`src/rtl/dmem_arb_pkg.sv`:
```
// Shared types and widths for the data-memory arbiter.
//   arb_state_t  : debug-path FSM state (IDLE waits for a grant, RESP holds a response)
//   DMEM_ADDR_W  : default dmem word-address width
//   DMEM_DATA_W  : default dmem data width
package dmem_arb_pkg;

    typedef enum logic {
        IDLE = 1'b0,
        RESP = 1'b1
    } arb_state_t;

    localparam int unsigned DMEM_ADDR_W = 6;
    localparam int unsigned DMEM_DATA_W = 64;

endpackage

```
`src/rtl/arb_wait_counter.sv`:
```
// Saturating counter of cycles a debug request has been blocked by the CPU.
// Ports:
//   clk, reset : clock, async active-low reset
//   clr        : clear to zero (has priority over inc)
//   inc        : count up by one, holding at MAX_WAIT
//   sat_c      : combinational flag, count has reached MAX_WAIT
module arb_wait_counter #(
    parameter int unsigned MAX_WAIT = 4,
    localparam int unsigned CNT_W   = $clog2(MAX_WAIT + 1)
) (
    input  logic clk,
    input  logic reset,
    input  logic clr,
    input  logic inc,
    output logic sat_c
);

    logic [CNT_W-1:0] count;

    assign sat_c = (count == CNT_W'(MAX_WAIT));

    // Count register; saturation keeps it from wrapping past MAX_WAIT.
    always_ff @(posedge clk or negedge reset) begin
        if (!reset) begin
            count <= '0;
        end else if (clr) begin
            count <= '0;
        end else if (inc && !sat_c) begin
            count <= count + CNT_W'(1);
        end
    end

endmodule

```
`src/rtl/dmem_arbiter.sv`:
```
// Shares the single-port data memory between the CPU datapath and a debug/DMA port.
// The CPU has fixed priority; a debug request blocked for MAX_WAIT cycles is forced
// through for one cycle, stalling the CPU. Debug responses are registered and held
// until consumed.
// Ports:
//   clk, reset                      : clock, async active-low reset
//   cpu_memRead/cpu_memWrite        : datapath access enables
//   cpu_addr/cpu_writeData          : datapath byte address and store data
//   cpu_readData/cpu_stall          : load data and stall to the datapath (combinational)
//   dbg_req_valid/ready/write/addr/wdata : debug request channel (ready is combinational)
//   dbg_rsp_valid/ready/data        : debug response channel (valid/data registered)
//   mem_writeEnable/readEnable/address/writeData : combinational drive to dmem
//   mem_readData                    : dmem combinational read data
module dmem_arbiter
    import dmem_arb_pkg::*;
#(
    parameter int unsigned N        = DMEM_DATA_W,
    parameter int unsigned ADDR_W   = DMEM_ADDR_W,
    parameter int unsigned MAX_WAIT = 4
) (
    input  logic              clk,
    input  logic              reset,
    input  logic              cpu_memRead,
    input  logic              cpu_memWrite,
    input  logic [N-1:0]      cpu_addr,
    input  logic [N-1:0]      cpu_writeData,
    output logic [N-1:0]      cpu_readData,
    output logic              cpu_stall,
    input  logic              dbg_req_valid,
    output logic              dbg_req_ready,
    input  logic              dbg_req_write,
    input  logic [ADDR_W-1:0] dbg_req_addr,
    input  logic [N-1:0]      dbg_req_wdata,
    output logic              dbg_rsp_valid,
    input  logic              dbg_rsp_ready,
    output logic [N-1:0]      dbg_rsp_data,
    output logic              mem_writeEnable,
    output logic              mem_readEnable,
    output logic [ADDR_W-1:0] mem_address,
    output logic [N-1:0]      mem_writeData,
    input  logic [N-1:0]      mem_readData
);

    arb_state_t        state;
    arb_state_t        stateNext;
    logic              cpuActive;
    logic [ADDR_W-1:0] cpuWordAddr;
    logic              waitSat;
    logic              grant;
    logic              waitClr;
    logic              waitInc;
    logic              unusedAddrBits;

    // CPU byte address -> word address; byte offset and high bits are don't-care.
    assign cpuWordAddr    = cpu_addr[ADDR_W+2:3];
    assign unusedAddrBits = ^{cpu_addr[N-1:ADDR_W+3], cpu_addr[2:0]};
    assign cpuActive      = cpu_memRead | cpu_memWrite;

    // Debug wins when the CPU is idle or the debug port has waited long enough.
    assign grant = (state == IDLE) && dbg_req_valid && (!cpuActive || waitSat);
    assign dbg_req_ready = grant;

    // Blocked-cycle counter; holds while a response is outstanding.
    assign waitClr = grant || !dbg_req_valid;
    assign waitInc = dbg_req_valid && !grant && (state == IDLE);

    arb_wait_counter #(
        .MAX_WAIT (MAX_WAIT)
    ) u_waitCounter (
        .clk   (clk),
        .reset (reset),
        .clr   (waitClr),
        .inc   (waitInc),
        .sat_c (waitSat)
    );

    // State register.
    always_ff @(posedge clk or negedge reset) begin
        if (!reset) begin
            state <= IDLE;
        end else begin
            state <= stateNext;
        end
    end

    // Next-state logic.
    always_comb begin
        stateNext = state;
        case (state)
            IDLE:    if (grant)         stateNext = RESP;
            RESP:    if (dbg_rsp_ready) stateNext = IDLE;
            default:                    stateNext = IDLE;
        endcase
    end

    // Memory port mux; the loser of a conflict simply retries next cycle.
    always_comb begin
        mem_writeEnable = cpu_memWrite;
        mem_readEnable  = cpu_memRead;
        mem_address     = cpuWordAddr;
        mem_writeData   = cpu_writeData;
        cpu_readData    = mem_readData;
        cpu_stall       = 1'b0;
        if (grant) begin
            mem_writeEnable = dbg_req_write;
            mem_readEnable  = !dbg_req_write;
            mem_address     = dbg_req_addr;
            mem_writeData   = dbg_req_wdata;
            cpu_readData    = '0;
            cpu_stall       = cpuActive;
        end
    end

    // Debug response register, captured on grant and held until consumed.
    always_ff @(posedge clk or negedge reset) begin
        if (!reset) begin
            dbg_rsp_valid <= 1'b0;
            dbg_rsp_data  <= '0;
        end else if (grant) begin
            dbg_rsp_valid <= 1'b1;
            dbg_rsp_data  <= dbg_req_write ? '0 : mem_readData;
        end else if ((state == RESP) && dbg_rsp_ready) begin
            dbg_rsp_valid <= 1'b0;
        end
    end

endmodule

```
`config.mk`:
```
export PLATFORM = sky130hd
export DESIGN_NAME = dmem_arbiter
export DESIGN_NICKNAME = d
export VERILOG_FILES = /design/src/rtl/dmem_arb_pkg.sv /design/src/rtl/arb_wait_counter.sv /design/src/rtl/dmem_arbiter.sv
export SDC_FILE = /design/constraint.sdc
export NUM_CORES = 1
export LEC_CHECK = 0
export CAP_MARGIN = 25
export CORE_AREA = 4 4 183 185
export CTS_BUF_LIST = sky130_fd_sc_hd__clkbuf_8
export CTS_CLUSTER_SIZE = 25
export DETAILED_ROUTE_END_ITERATION = 6
export DIE_AREA = 0 0 187 189
export PLACE_DENSITY = 0.43
export SLEW_MARGIN = 15
export SYNTH_ARGS = -nofsm -noshare
export SYNTH_HDL_FRONTEND = slang
export SYNTH_SLANG_ARGS = --single-unit
```
`constraint.sdc`:
```
create_clock -name clk -period 2.1 [get_ports clk]
set_input_delay 0.315 -clock clk [delete_from_list [all_inputs] [get_ports clk]]
set_output_delay 0.315 -clock clk [all_outputs]
set_load 0.03 [all_outputs]
```
==> run metrics <==
setup ws final -0.343 ns; clock group share of total power 0.177; largest net degree at the start of global routing 47; Site Rows 66; fraction of layout cells with a size suffix above 1 0.485; Ys Warns 0; Global Route Usage Sum 0.132; routability congestion estimate 0.719; Hold WC Path Type input pin to async pin; synth cell count leaders 91 x mux2_4, 69 x dfrtp_1, 64 x and2_1, 61 x nor2b_1, 44 x mux2_2; critical path type flip-flop to output pin; dominant cell type by area after synthesis dfrtp_1; met2 WL 11.8 mm; critical path peak fanout 8; nets 1127; Antenna diodes 0; Switching Fraction 0.372; Final ANT Viol Nets 0; Post-Route WL 24.1 mm; violated checks negative setup slack; pre-CTS WS -0.495 ns; CTS HTree Levels 3; # placed instances 1216; gr ovfl total 0; pin slew with the least headroom to its limit 0.453 ns; post-synth cell types 24; Worst R2R Path Depth 14; FF-to-FF End dbg_rsp_data[24]; Crit. End Element output pin; startpoint class of the critical path flip-flop; IO Pins 472; Layout Area Growth over Synthesis 129%; most frequent cell after synthesis mux2_4; global-route wire length before repair 35.3 mm; Critical Path AT 2.13 ns; Synth Register Bits 69; Pwr per Cell Area 609 nW/um^2; worst reg-to-reg setup slack -0.23 ns; RR Startpoint u_waitCounter.count[1]; minimum clock period 2.44 ns; Post-Syn Instances 389; initial drt markers 66; leak pwr 4.96 nW; Max-Cap Viols 0; clock sinks 69; Seq pwr share 0.264; Fin. Hold Viols 0; Routed wire per std cell 19.0 um; async set-or-reset flop fraction in the synthesized netlist 1.00; highest routed layer met5; Final Util 0.343; DR pass1 iterations 4; Die Area 35300 um^2; CTS tree built; initial antenna violation count 1; Synth Area per Inst 12.3 um^2; Synth top area share 0.361; post-synth net total 660; die extent in y 189 um; via count 4698; Fin Hold WS 0.441 ns; Clock Path Buffers 2; Worst Path Required 1.78 ns; number of global-route vias before repair 5223; largest cells by area after synthesis dfrtp_1 36%, mux2_4 29%, mux2_2 10%; CORE AREA 32000 um^2; Worst-Skew Late Latency 0.36 ns; run status complete, but fails checks; combinational share of power 0.560; non-filler cells, final 1269; Most used DFF post-synth dfrtp_1; Final Slew Violations 0; root buf cell clkbuf_8; number of synthesized flops with an enable pin 0; peak supply drop 0.263 mV; DR WL met3 2.24 mm; P_int 4.20 mW; DRC violations left 0; number of CTS-inserted buffers 9; WL met1 9.87 mm; DP HPWL 18.6 mm; RSZ-0062 raised after global routing true; IO Port Bufs 413; clock skew 0.00976 ns; Initial Utilization 0.149; Reg clk slew, reported paths 0.09 ns; worst rel slew slack 0.697; Setup Viol. Count Final 201; Seq/Total Area, Yosys 0.361; Switching Power 2.49 mW; die width 187 um; Final Cycle Share 1.16; Mapped Area 4790 um^2; drt via density 3.70; Fmax 0.409 GHz
==> worst max-delay path, stage by stage, from the launching register on <==
cell,delay (ns)
dfrtp_1,0.40
inv_2,0.08
ha_4,0.14
o2bb2ai_4,0.12
nand3_4,0.10
buf_4,0.15
buf_6,0.12
buf_16,0.14
buf_8,0.13
mux2_2,0.27
buf_6,0.14
==> worst max path at each step <==
stage	from	endpoint	slack, ns
after floorplan	u_waitCounter.count[0]	mem_readEnable	0.11
after global placement	cpu_memRead	mem_address[1]	-0.49
after detailed placement	cpu_memWrite	mem_address[2]	-0.50
after CTS	u_waitCounter.count[1]	mem_writeData[46]	-0.40
after global routing	u_waitCounter.count[1]	mem_address[5]	-0.46
final	u_waitCounter.count[1]	mem_address[5]	-0.34
==> flip-flops by register name (all words and copies together) (netlist names) <==
register / count
dbg_rsp_data: 64
u_waitCounter.count: 3
state: 1
dbg_rsp_valid: 1
==> final cells by class <==
class                   count  area [um^2]
fillers                  3212        21100
inverters                   5         26.3
well taps                 408          510
multi-input cells         286         3050
clock inverters             6         68.8
repair buffers            485         5460
clock buffers              10          138
flip-flops and latches     69         1730
==> cell families after synthesis <==
logic type	count (synthesis)	share of synthesized area
flops	69	0.361
simple gates	141	0.182
mux	136	0.391
fa+ha+maj	2	0.00523
compound gates	7	0.0105
buf+inv	34	0.0507
==> stage by stage <==
step                total power, mW  setup TNS [ns]  area, um^2
global route                   7.05          -60.47       11000
global placement               5.15          -50.16        9400
floorplan                      3.49               0        4790
finish                         6.69          -39.94       11000
detailed placement             5.14          -50.71        9400
CTS                            6.79          -46.35       10900
==> power by group through the flow <==
stage	Sequential [mW]	Combinational, mW	Clock [mW]
after global placement	1.78	3.37	0
final	1.76	3.74	1.18
after floorplan	2.31	1.19	0
after CTS	1.76	3.75	1.28
after global routing	1.81	3.92	1.32
after detailed placement	1.78	3.36	0
==> cells in the final DEF (no fill, tap or decap), types with 2 or more instances in the layout <==
master / instances
inv_2: 3
clkbuf_8: 10
a21boi_0: 3
buf_2: 2
buf_4: 22
mux2_2: 26
dfrtp_1: 69
nor2b_1: 61
buf_16: 8
mux2_4: 109
and2b_1: 4
buf_6: 138
buf_8: 13
inv_6: 2
o21ai_0: 2
nand2_1: 6
and2_1: 16
buf_12: 27
clkdlybuf4s50_1: 273
nand3_1: 2
and2_4: 48
==> layer usage <==
| layer | vias up | track usage |
|---|---|---|
| li1 | 2239 | - |
| met1 | 2211 | 0.155 |
| met4 | 2 | 0.0196 |
| met5 | - | 0 |
| met2 | 239 | 0.229 |
| met3 | 7 | 0.0577 |
==> timing repair <==
action                                  4_1_cts  5_1_grt
pin swaps                                     8        1
hold buffers                                  1        0
buffers inserted                             24        9
endpoints found under the setup margin      199      202
resized for setup                           424       41
gates cloned                                 10        0
endpoints found under the hold margin        29        0
Power figures use the tool's default switching activity.
